==> config.mk <==
export PLATFORM = sky130hd
export DESIGN_NAME = tie_level_monitor
export DESIGN_NICKNAME = d
export VERILOG_FILES = /design/src/rtl/tie_mon_pkg.sv /design/src/rtl/tie_mon_sync.sv /design/src/rtl/tie_level_monitor.sv
export SDC_FILE = /design/constraint.sdc
export NUM_CORES = 1
export LEC_CHECK = 0
export BUFFER_PORTS_ARGS = -buffer_cell sky130_fd_sc_hd__buf_2
export CAP_MARGIN = 40
export CORE_ASPECT_RATIO = 0.5
export CORE_UTILIZATION = 50
export CTS_CLUSTER_DIAMETER = 200
export CTS_CLUSTER_SIZE = 25
export DETAILED_ROUTE_END_ITERATION = 6
export GPL_TIMING_DRIVEN = 0
export PLACE_DENSITY = 0.78
export SLEW_MARGIN = 30
export SYNTH_ARGS = -nofsm -noshare
export SYNTH_HDL_FRONTEND = slang
export SYNTH_SLANG_ARGS = --single-unit
==> constraint.sdc <==
create_clock -name CLK -period 1.5 [get_ports CLK]
set_input_delay 0.15 -clock CLK [delete_from_list [all_inputs] [get_ports CLK]]
set_output_delay 0.15 -clock CLK [all_outputs]
set_load 0.03 [all_outputs]
==> src/rtl/tie_mon_pkg.sv <==
// rtl/tie_mon_pkg.sv - shared state encoding and widths for the tie-cell level monitor
package tie_mon_pkg;

   typedef enum logic [1:0] {
      ST_IDLE  = 2'd0,
      ST_ARM   = 2'd1,
      ST_MON   = 2'd2,
      ST_FAULT = 2'd3
   } tie_mon_state_e;

   localparam int ERRCNT_W = 8;

endpackage

==> src/rtl/tie_mon_sync.sv <==
// rtl/tie_mon_sync.sv - N-stage synchronizer with a configurable reset value
module tie_mon_sync #(
   parameter int   STAGES  = 2,
   parameter logic RST_VAL = 1'b0
) (
   input  logic clk,
   input  logic rst,
   input  logic d,
   output logic q
);

   logic [STAGES-1:0] sr;

   always_ff @(posedge clk) begin
      if (rst) begin
         sr <= {STAGES{RST_VAL}};
      end else begin
         sr <= {sr[STAGES-2:0], d};
      end
   end

   assign q = sr[STAGES-1];

endmodule

==> src/rtl/tie_level_monitor.sv <==
// rtl/tie_level_monitor.sv - sticky fault checker for tie-high/tie-low cell outputs
// Define TIE_MON_ERRCNT_EN to build the saturating fault-event counter behind ERRCNT.
module tie_level_monitor
   import tie_mon_pkg::*;
#(
   parameter int SYNC_STAGES = 2,
   parameter int ARM_CYCLES  = 3,
   parameter int FAULT_CNT   = 4,
   parameter int CNT_W       = 8
) (
   input  logic                CLK,
   input  logic                RST,
   input  logic                EN,
   input  logic                CLR,
   input  logic                TH,
   input  logic                TL,
   output logic                FAULT_H,
   output logic                FAULT_L,
   output logic                FAULT,
   output logic                ACTIVE,
   output logic [ERRCNT_W-1:0] ERRCNT
);

   localparam logic [CNT_W-1:0] ARM_LAST  = CNT_W'(ARM_CYCLES - 1);
   localparam logic [CNT_W-1:0] FAULT_LIM = CNT_W'(FAULT_CNT);
   localparam logic [CNT_W-1:0] CNT_ONE   = CNT_W'(1);

   logic s_th;
   logic s_tl;
   logic m_h;
   logic m_l;

   tie_mon_state_e   state,   state_n;
   logic [CNT_W-1:0] arm_cnt, arm_n;
   logic [CNT_W-1:0] cnt_h,   cnt_h_n;
   logic [CNT_W-1:0] cnt_l,   cnt_l_n;
   logic             fault_h_n;
   logic             fault_l_n;

   // Reset values match the expected levels so the first samples after reset are clean.
   tie_mon_sync #(.STAGES(SYNC_STAGES), .RST_VAL(1'b1)) u_sync_th (
      .clk (CLK),
      .rst (RST),
      .d   (TH),
      .q   (s_th)
   );

   tie_mon_sync #(.STAGES(SYNC_STAGES), .RST_VAL(1'b0)) u_sync_tl (
      .clk (CLK),
      .rst (RST),
      .d   (TL),
      .q   (s_tl)
   );

   assign m_h = ~s_th;
   assign m_l = s_tl;

   always_comb begin
      state_n   = state;
      arm_n     = arm_cnt;
      cnt_h_n   = cnt_h;
      cnt_l_n   = cnt_l;
      fault_h_n = FAULT_H;
      fault_l_n = FAULT_L;

      if (!EN) begin
         state_n = ST_IDLE;
         arm_n   = '0;
         cnt_h_n = '0;
         cnt_l_n = '0;
         if (CLR) begin
            fault_h_n = 1'b0;
            fault_l_n = 1'b0;
         end
      end else if (CLR) begin
         // Clearing wins over any fault that would have been declared on this edge.
         state_n   = ST_ARM;
         arm_n     = '0;
         cnt_h_n   = '0;
         cnt_l_n   = '0;
         fault_h_n = 1'b0;
         fault_l_n = 1'b0;
      end else begin
         case (state)
            ST_IDLE: begin
               state_n = ST_ARM;
               arm_n   = '0;
               cnt_h_n = '0;
               cnt_l_n = '0;
            end
            ST_ARM: begin
               if (arm_cnt >= ARM_LAST) begin
                  state_n = ST_MON;
                  arm_n   = '0;
               end else begin
                  arm_n = arm_cnt + CNT_ONE;
               end
            end
            ST_MON: begin
               if (m_h) begin
                  cnt_h_n = (cnt_h >= FAULT_LIM) ? FAULT_LIM : cnt_h + CNT_ONE;
               end else begin
                  cnt_h_n = '0;
               end
               if (m_l) begin
                  cnt_l_n = (cnt_l >= FAULT_LIM) ? FAULT_LIM : cnt_l + CNT_ONE;
               end else begin
                  cnt_l_n = '0;
               end
               if (m_h && (cnt_h_n == FAULT_LIM)) begin
                  fault_h_n = 1'b1;
                  state_n   = ST_FAULT;
               end
               if (m_l && (cnt_l_n == FAULT_LIM)) begin
                  fault_l_n = 1'b1;
                  state_n   = ST_FAULT;
               end
            end
            default: begin
               state_n = ST_FAULT;
            end
         endcase
      end
   end

   always_ff @(posedge CLK) begin
      if (RST) begin
         state   <= ST_IDLE;
         arm_cnt <= '0;
         cnt_h   <= '0;
         cnt_l   <= '0;
         FAULT_H <= 1'b0;
         FAULT_L <= 1'b0;
         FAULT   <= 1'b0;
         ACTIVE  <= 1'b0;
      end else begin
         state   <= state_n;
         arm_cnt <= arm_n;
         cnt_h   <= cnt_h_n;
         cnt_l   <= cnt_l_n;
         FAULT_H <= fault_h_n;
         FAULT_L <= fault_l_n;
         FAULT   <= fault_h_n | fault_l_n;
         ACTIVE  <= (state_n == ST_MON);
      end
   end

`ifdef TIE_MON_ERRCNT_EN
   logic enter_fault;
   logic [ERRCNT_W-1:0] errcnt_q;

   assign enter_fault = (state_n == ST_FAULT) && (state != ST_FAULT);

   always_ff @(posedge CLK) begin
      if (RST) begin
         errcnt_q <= '0;
      end else if (enter_fault && (errcnt_q != {ERRCNT_W{1'b1}})) begin
         errcnt_q <= errcnt_q + ERRCNT_W'(1);
      end
   end

   assign ERRCNT = errcnt_q;
`else
   assign ERRCNT = '0;
`endif

endmodule
==> run metrics, run 1 <==
nets=181; DR vias/cell=5.12; TritonCTS Sinks=34; power density relative to cell area=about 970 mW/mm^2; NetSw=379 uW; clock network fraction of design power=0.384; maximum number of pins on one net before global-route repair=11; global-route wire length before repair=slightly above 4 mm; width of the die=76.5 um; top-area cell type share of the netlist area=0.491; leakage=0.000743 uW; final global-route overflow total=0; Cell Count Post-Placement=197; post-DR wirelength/cell=13.0 um; number of H-tree branching levels=2; global placer's final weighted congestion=roughly 0.76; outcome=finished, violations left; Site Rows=13; Crit-path slowest cell=sky130_fd_sc_hd__or4_4; Iteration-0 DRC Markers=41; initial core utilization=0.529; antenna cells=0; share of flip-flops with an asynchronous set or reset after synthesis=0; placed cell area=0.00151 mm^2; kind of end point of the critical path=register; fill cell count=219; number of antenna violations at the first check in global routing=0; design area=~0.0017 mm^2; synth top area cells=sky130_fd_sc_hd__dfxtp_1 (49%), sky130_fd_sc_hd__and3_1 (7.2%), sky130_fd_sc_hd__ha_1 (5.4%), sky130_fd_sc_hd__buf_4 (4.9%), sky130_fd_sc_hd__nor2_1 (3.2%); sort of element at the start of the critical path=register; share of final-layout standard cells stronger than drive strength 1=0.302; worst-path fanout max=2; global-route usage over all layers=0.197; Root Driver=sky130_fd_sc_hd__clkbuf_8; number of antenna-violating nets in the routed design=0; sequential element share of the synthesized area=0.491; number of buffers created by CTS=5; biggest area consumer among synthesized cells=sky130_fd_sc_hd__dfxtp_1; post-synthesis instance area=approximately 0.0014 mm^2; CTS clk-pin slew, worst paths=0.07 ns; Area growth syn-to-layout=20.7%; final critical-path setup slack=-0.0471 ns; Die Outline Area=0.00300 mm^2; TritonCTS clock tree=built; number of failing setup endpoints in the final timing report=3; Sw Ratio=0.232; number of buffers on the longest clock path=2; maximum VDD drop=between 0.0006 and 0.0007 V; count of flip-flops with a built-in enable after synthesis=0; sum of routed wire length over all layers=~2.7 mm; violations in the final reports=setup timing; Netlist cell types=33; final slew viol count=0; critical hold path startpoint=TH; vias in the first global route=898; vias post-DR=1054; hold buffer count at cts=0; sequence of cells on the critical path=inv_2 > ha_4 > or4_4 > o21ai_2 > o311ai_2 > nor3b_2; required time reported for the critical path endpoint=1.67 ns; Critical Path Source=arm_cnt[0]; arrival time worst endpoint=around 1.7 ns; highest clock rate=0.646 GHz; Synth Area per Inst=9.63 um^2; clock latency reported for the late side of the worst-skew pair=0.29 ns; share of total power in sequential cells=0.559; #FFs+latches synth=34; Internal=approximately 1300 uW; Most used DFF post-synth=sky130_fd_sc_hd__dfxtp_1; MaxCap Viol Count=0; startpoint-to-endpoint class of the critical path=reg2reg; fraction of the cycle the final worst path needs=1.03; number of detailed-route iterations in the first pass=4; Detailed Place HPWL=1.71 mm; area of the core=0.00262 mm^2; Hold Fails Final Rpt=0; largest stage delay on the critical path=between 0.4 and 0.5 ns; die height=39.2 um; portion of total power attributed to combinational logic=0.057; final standard cell count with taps included and fillers excluded=206; Warnings, synthesis=0; launch point of the worst reg-to-reg path=arm_cnt[0]; shortest period the worst path allows=1.55 ns; class of the tightest hold or removal check=in2reg; worst setup skew after layout=around 0.005 ns; post-synthesis cell count=144; library cell with the highest instance count after synthesis=sky130_fd_sc_hd__dfxtp_1; unrepaired setup endpoints after global routing=yes; IO Count=18; count of input and output buffers=9; DRC Markers=0; commonest cells in the synthesized netlist=sky130_fd_sc_hd__dfxtp_1 (34), sky130_fd_sc_hd__and3_1 (16), sky130_fd_sc_hd__nor2_1 (12)
==> path summary, 6_finish.rpt <==
path                           to  slack (ns)  cells past startpoint
setup / recovery           ACTIVE       -0.05                      6
hold / removal    u_sync_th.sr[0]        0.05                      2
setup reg to reg           ACTIVE       -0.05                      6
hold reg to reg   u_sync_th.sr[1]        0.41                      1
==> stage by stage <==
step / setup slack, ns / hold WS, ns / setup TNS [ns] / total power [uW] / util
3_3_place_gp: -0.122 / 0.333 / -0.235 / 1020 / 0.575
3_5_place_dp: -0.115 / 0.342 / -0.267 / 1020 / 0.575
4_1_cts: -0.0910 / 0.0375 / -0.0910 / 1650 / 0.613
2_1_floorplan: 0.0191 / 0.222 / 0 / 999 / -
5_1_grt: -0.115 / 0.0357 / -0.321 / 1700 / 0.639
6_report: -0.0471 / 0.0455 / -0.0901 / 1630 / 0.639
==> state kept, by name (all words and copies together) (netlist names) <==
name	count
ACTIVE	1
FAULT	1
FAULT_H	1
FAULT_L	1
arm_cnt	8
cnt_h	8
cnt_l	8
state	2
u_sync_th.sr	2
u_sync_tl.sr	2
==> logic make-up after synthesis <==
group                    Yosys count  synth area share
AND/OR/NAND/NOR                   65             0.280
flip-flops                        34             0.491
AO/OA/AOI/OAI                     20            0.0993
buffers and inverters             18            0.0731
adder cells (fa/ha/maj)            6            0.0542
other                              1           0.00270
==> what timing repair did <==
item / 4_1_cts / 5_1_grt
resized for setup: 5 / 14
buffers inserted: 1 / 1
endpoints found under the setup margin: 4 / 6
pin swaps: 4 / 7
==> layout by cell type, fill, tap and decap left out, types with 3 or more instances in the layout <==
| cell | instances |
|---|---|
| sky130_fd_sc_hd__buf_2 | 9 |
| sky130_fd_sc_hd__inv_1 | 4 |
| sky130_fd_sc_hd__and3_1 | 16 |
| sky130_fd_sc_hd__a21oi_1 | 4 |
| sky130_fd_sc_hd__nor2_1 | 12 |
| sky130_fd_sc_hd__o21ai_0 | 4 |
| sky130_fd_sc_hd__clkbuf_8 | 5 |
| sky130_fd_sc_hd__conb_1 | 8 |
| sky130_fd_sc_hd__dfxtp_1 | 29 |
| sky130_fd_sc_hd__dfxtp_2 | 4 |
| sky130_fd_sc_hd__ha_1 | 4 |
| sky130_fd_sc_hd__buf_4 | 11 |
| sky130_fd_sc_hd__and2_1 | 4 |
| sky130_fd_sc_hd__nand3_1 | 3 |
| sky130_fd_sc_hd__nor2b_1 | 3 |
| sky130_fd_sc_hd__nand2_1 | 7 |
==> cell type report <==
class                           instances  area (um^2)  area share
Buffer                                 12         80.1      0.0479
Sequential cell                        34          689       0.412
Timing Repair Buffer                   11         60.1      0.0359
Clock inverter                          2         10.0     0.00598
Multi-Input combinational cell         99          696       0.416
Tap cell                               37         46.3      0.0277
Inverter                                6         22.5      0.0135
Clock buffer                            5         68.8      0.0411
==> power groups by stage <==
stage	sequential (uW)	combinational [uW]	clock, uW
finish	911	92.5	627
global route	910	98.8	687
CTS	912	89.4	653
detailed placement	933	87.6	0
global placement	932	85.9	0
floorplan	932	67.3	0
==> critical path: cells and delay by family, from the launching register on <==
kind / cells / cell delay [ns]
adders and majority gates: 1 / 0.15
and+or+nand+nor: 2 / 0.62
DFF: 1 / 0.33
buffers and inverters: 1 / 0.04
AOI/OAI and AO/OA: 2 / 0.28
==> metal layers <==
metal  wire length (um)  GRT usage
met2               1170      0.306
met1               1320      0.230
met3                159     0.0988
met5                  0          0
met4                 45      0.101
No activity file was read; power rests on OpenSTA's default activity.
==> run 2: changes to the inputs <==
Settings changed: CAP_MARGIN 40 to 20, SETUP_SLACK_MARGIN set to 0.5, SKIP_LAST_GASP set to 1.
==> run 2 against run 1 <==
Against the previous run: the run still ends with setup timing left; via count increased by 2.7%; clock power grew 33%; flip-flop and latch count unchanged; combinational power grew 7.1%; clock skew rose by 0.0035 ns; wire length increased by 7.3%; final cell count rose by 2.4%; clock-buffer cell count is 1 higher; critical endpoint unchanged.
==> run metrics, run 2 (synthesis results as in run 1) <==
sort of element at the start of the critical path=register; hold buffer count at cts=0 (unchanged); highest clock rate=0.643 GHz (-0.58%); registers with the most flip-flops=arm_cnt (8), cnt_h (8), cnt_l (8); initial core utilization=0.529 (unchanged); IO Count=18 (unchanged); MaxCap Viol Count=0 (unchanged); flop2flop setup slack=-0.06 ns (about the same); number of buffers created by CTS=5 (unchanged); number of buffers on the longest clock path=2 (unchanged); Site Rows=13 (unchanged); DRC Markers=0 (unchanged); number of antenna violations at the first check in global routing=0 (unchanged); final slew viol count=0 (unchanged); CTS clk-pin slew, worst paths=0.07 ns (about the same); maximum number of pins on one net before global-route repair=12 (+1); arrival time worst endpoint=1.72 ns (about the same); fill cell count=179 (-18%); fraction of the cycle the final worst path needs=1.04 (+0.00603); most used cells in the layout excluding fill and tap cells=sky130_fd_sc_hd__dfxtp_1 (23), sky130_fd_sc_hd__and3_1 (16), sky130_fd_sc_hd__buf_4 (15); unrepaired setup endpoints after global routing=yes; Die Outline Area=0.00300 mm^2 (unchanged); outcome=finished, violations left; vias in the first global route=992 (+10%); hold depth=2 (unchanged); end of the worst hold path=u_sync_th.sr[0]; clock latency reported for the late side of the worst-skew pair=0.29 ns (about the same); number of detailed-route iterations in the first pass=4 (unchanged); TritonCTS Sinks=34 (unchanged); Root Driver=sky130_fd_sc_hd__clkbuf_8; area of the core=0.00262 mm^2 (unchanged); number of H-tree branching levels=2 (unchanged); critical hold path startpoint=TH; antenna cells=0 (unchanged); global placer's final weighted congestion=0.764 (about the same); vias post-DR=1082 (+2.7%); class of the tightest hold or removal check=in2reg; Internal=1440 uW (+15%); Iteration-0 DRC Markers=60 (+46%); nets=185 (+2.2%); Hold Fails Final Rpt=0 (unchanged); number of failing setup endpoints in the final timing report=3 (unchanged); Post-Place Setup Slack=-0.114 ns (+0.00126 ns); Setup TNS Final=-0.115 ns (-0.0247 ns); Area growth syn-to-layout=34.3%; power density relative to cell area=993 mW/mm^2 (+1.9%); NetSw=405 uW (+7.0%); TritonCTS clock tree=built; clock network fraction of design power=0.452 (+0.068); global-route usage over all layers=0.197 (about the same); post-DR wirelength/cell=13.7 um (+4.7%); required time reported for the critical path endpoint=1.66 ns (about the same); die height=39.2 um (unchanged); startpoint-to-endpoint class of the critical path=reg2reg; portion of total power attributed to combinational logic=0.054 (-0.003); violations in the final reports=setup timing; shortest period the worst path allows=1.56 ns (+0.00904 ns); area of all sequential standard cells=694 um^2 (+0.73%); kind of end point of the critical path=register; most frequent standard cell in the layout excluding fill and tap cells=sky130_fd_sc_hd__dfxtp_1; terminus of the critical flop-to-flop path=ACTIVE; final global-route overflow total=0 (unchanged); depth of the worst register-to-register path=6 (unchanged); total area of multi-input combinational cells=790 um^2 (+13%); sum of routed wire length over all layers=2.88 mm (+7.3%); Post-Route Hold Slack=0.0469 ns (+0.00143 ns); width of the die=76.5 um (unchanged); final critical-path setup slack=-0.0561 ns (-0.00904 ns); global-route wire length before repair=4.34 mm (+5.0%); maximum VDD drop=0.000617 V (-8.2%); worst setup skew after layout=0.00847 ns (+0.00347 ns); number of antenna-violating nets in the routed design=0 (unchanged); Detailed Place HPWL=1.78 mm (+3.6%); Sw Ratio=0.219 (-0.0132); share of total power in sequential cells=0.495 (-0.064); leakage=0.000812 uW (+9.3%); launch point of the worst reg-to-reg path=arm_cnt[0]; count of input and output buffers=9 (unchanged); worst-path fanout max=2 (unchanged); share of final-layout standard cells stronger than drive strength 1=0.454 (+0.152); DR vias/cell=5.13 (+0.22%)
## run 2: changes by cell type in the layout (fill, tap and decap cells not counted), moves of 3 or more
cell,change
sky130_fd_sc_hd__buf_4,+4
sky130_fd_sc_hd__dfxtp_1,-6
sky130_fd_sc_hd__dfxtp_2,+7
sky130_fd_sc_hd__nor2_1,-6
sky130_fd_sc_hd__nor2_4,+5
sky130_fd_sc_hd__o21ai_0,-3
## run 2: timing repair
item / CTS / global route
buffers inserted: 5 / 1
gates resized for setup: 29 / 19
cloned: 0 / 0
pin swaps: 6 / 13
setup endpoints to repair: 23 / 20
## run 2: power by group through the flow
stage,clock [uW],sequential (uW),combinational [uW]
after global placement,0,933,86.0
after detailed placement,0,933,87.0
after global routing,884,914,106
after floorplan,0,932,68.1
final,835,914,99.1
after CTS,829,914,94.7
## run 2: final cells by class
| class | instances | area share |
|---|---|---|
| Inverter | 6 | 0.0121 |
| Clock buffer | 6 | 0.0390 |
| Multi-Input combinational cell | 99 | 0.424 |
| Sequential cell | 34 | 0.373 |
| Tap cell | 37 | 0.0249 |
| Timing Repair Buffer | 15 | 0.0531 |
| Buffer | 12 | 0.0538 |
| Clock inverter | 2 | 0.0202 |
## run 2: how the worst max path moves through the flow
| stage | startpoint | end | slack [ns] | depth (start not counted) |
|---|---|---|---|---|
| floorplan | arm_cnt[0] | ACTIVE | 0.06 | 6 |
| global placement | cnt_h[0] | ACTIVE | -0.11 | 6 |
| detailed placement | cnt_h[0] | ACTIVE | -0.11 | 6 |
| global route | cnt_h[0] | ACTIVE | -0.14 | 6 |
| finish | arm_cnt[0] | ACTIVE | -0.06 | 6 |
| CTS | arm_cnt[0] | ACTIVE | -0.07 | 6 |
## run 2: critical path, cell delays in order (launching register included)
cell                       delay, ns
sky130_fd_sc_hd__dfxtp_2        0.34
sky130_fd_sc_hd__inv_2          0.04
sky130_fd_sc_hd__ha_4           0.16
sky130_fd_sc_hd__or4_4          0.44
sky130_fd_sc_hd__o21ai_2        0.15
sky130_fd_sc_hd__o311ai_2       0.13
sky130_fd_sc_hd__nor3b_2        0.17
## run 2: through the flow
| stage | cell area, um^2 | instances | total power (uW) | utilization |
|---|---|---|---|---|
| floorplan | 1460 | 151 | 1000 | - |
| global placement | 1550 | 197 | 1020 | 0.592 |
| detailed placement | 1550 | 197 | 1020 | 0.592 |
| CTS | 1800 | 210 | 1840 | 0.686 |
| global route | 1860 | 211 | 1900 | 0.711 |
| finish | 1860 | 211 | 1850 | 0.711 |
## run 2: metal layers
metal / up-vias / GRT usage / wire, um
met1: 500 / 0.232 / 1370
met2: 27 / 0.351 / 1360
met3: 5 / 0.0706 / 119
met4: 0 / 0.0529 / 25
met5: - / 0 / 0
li1: 550 / - / -
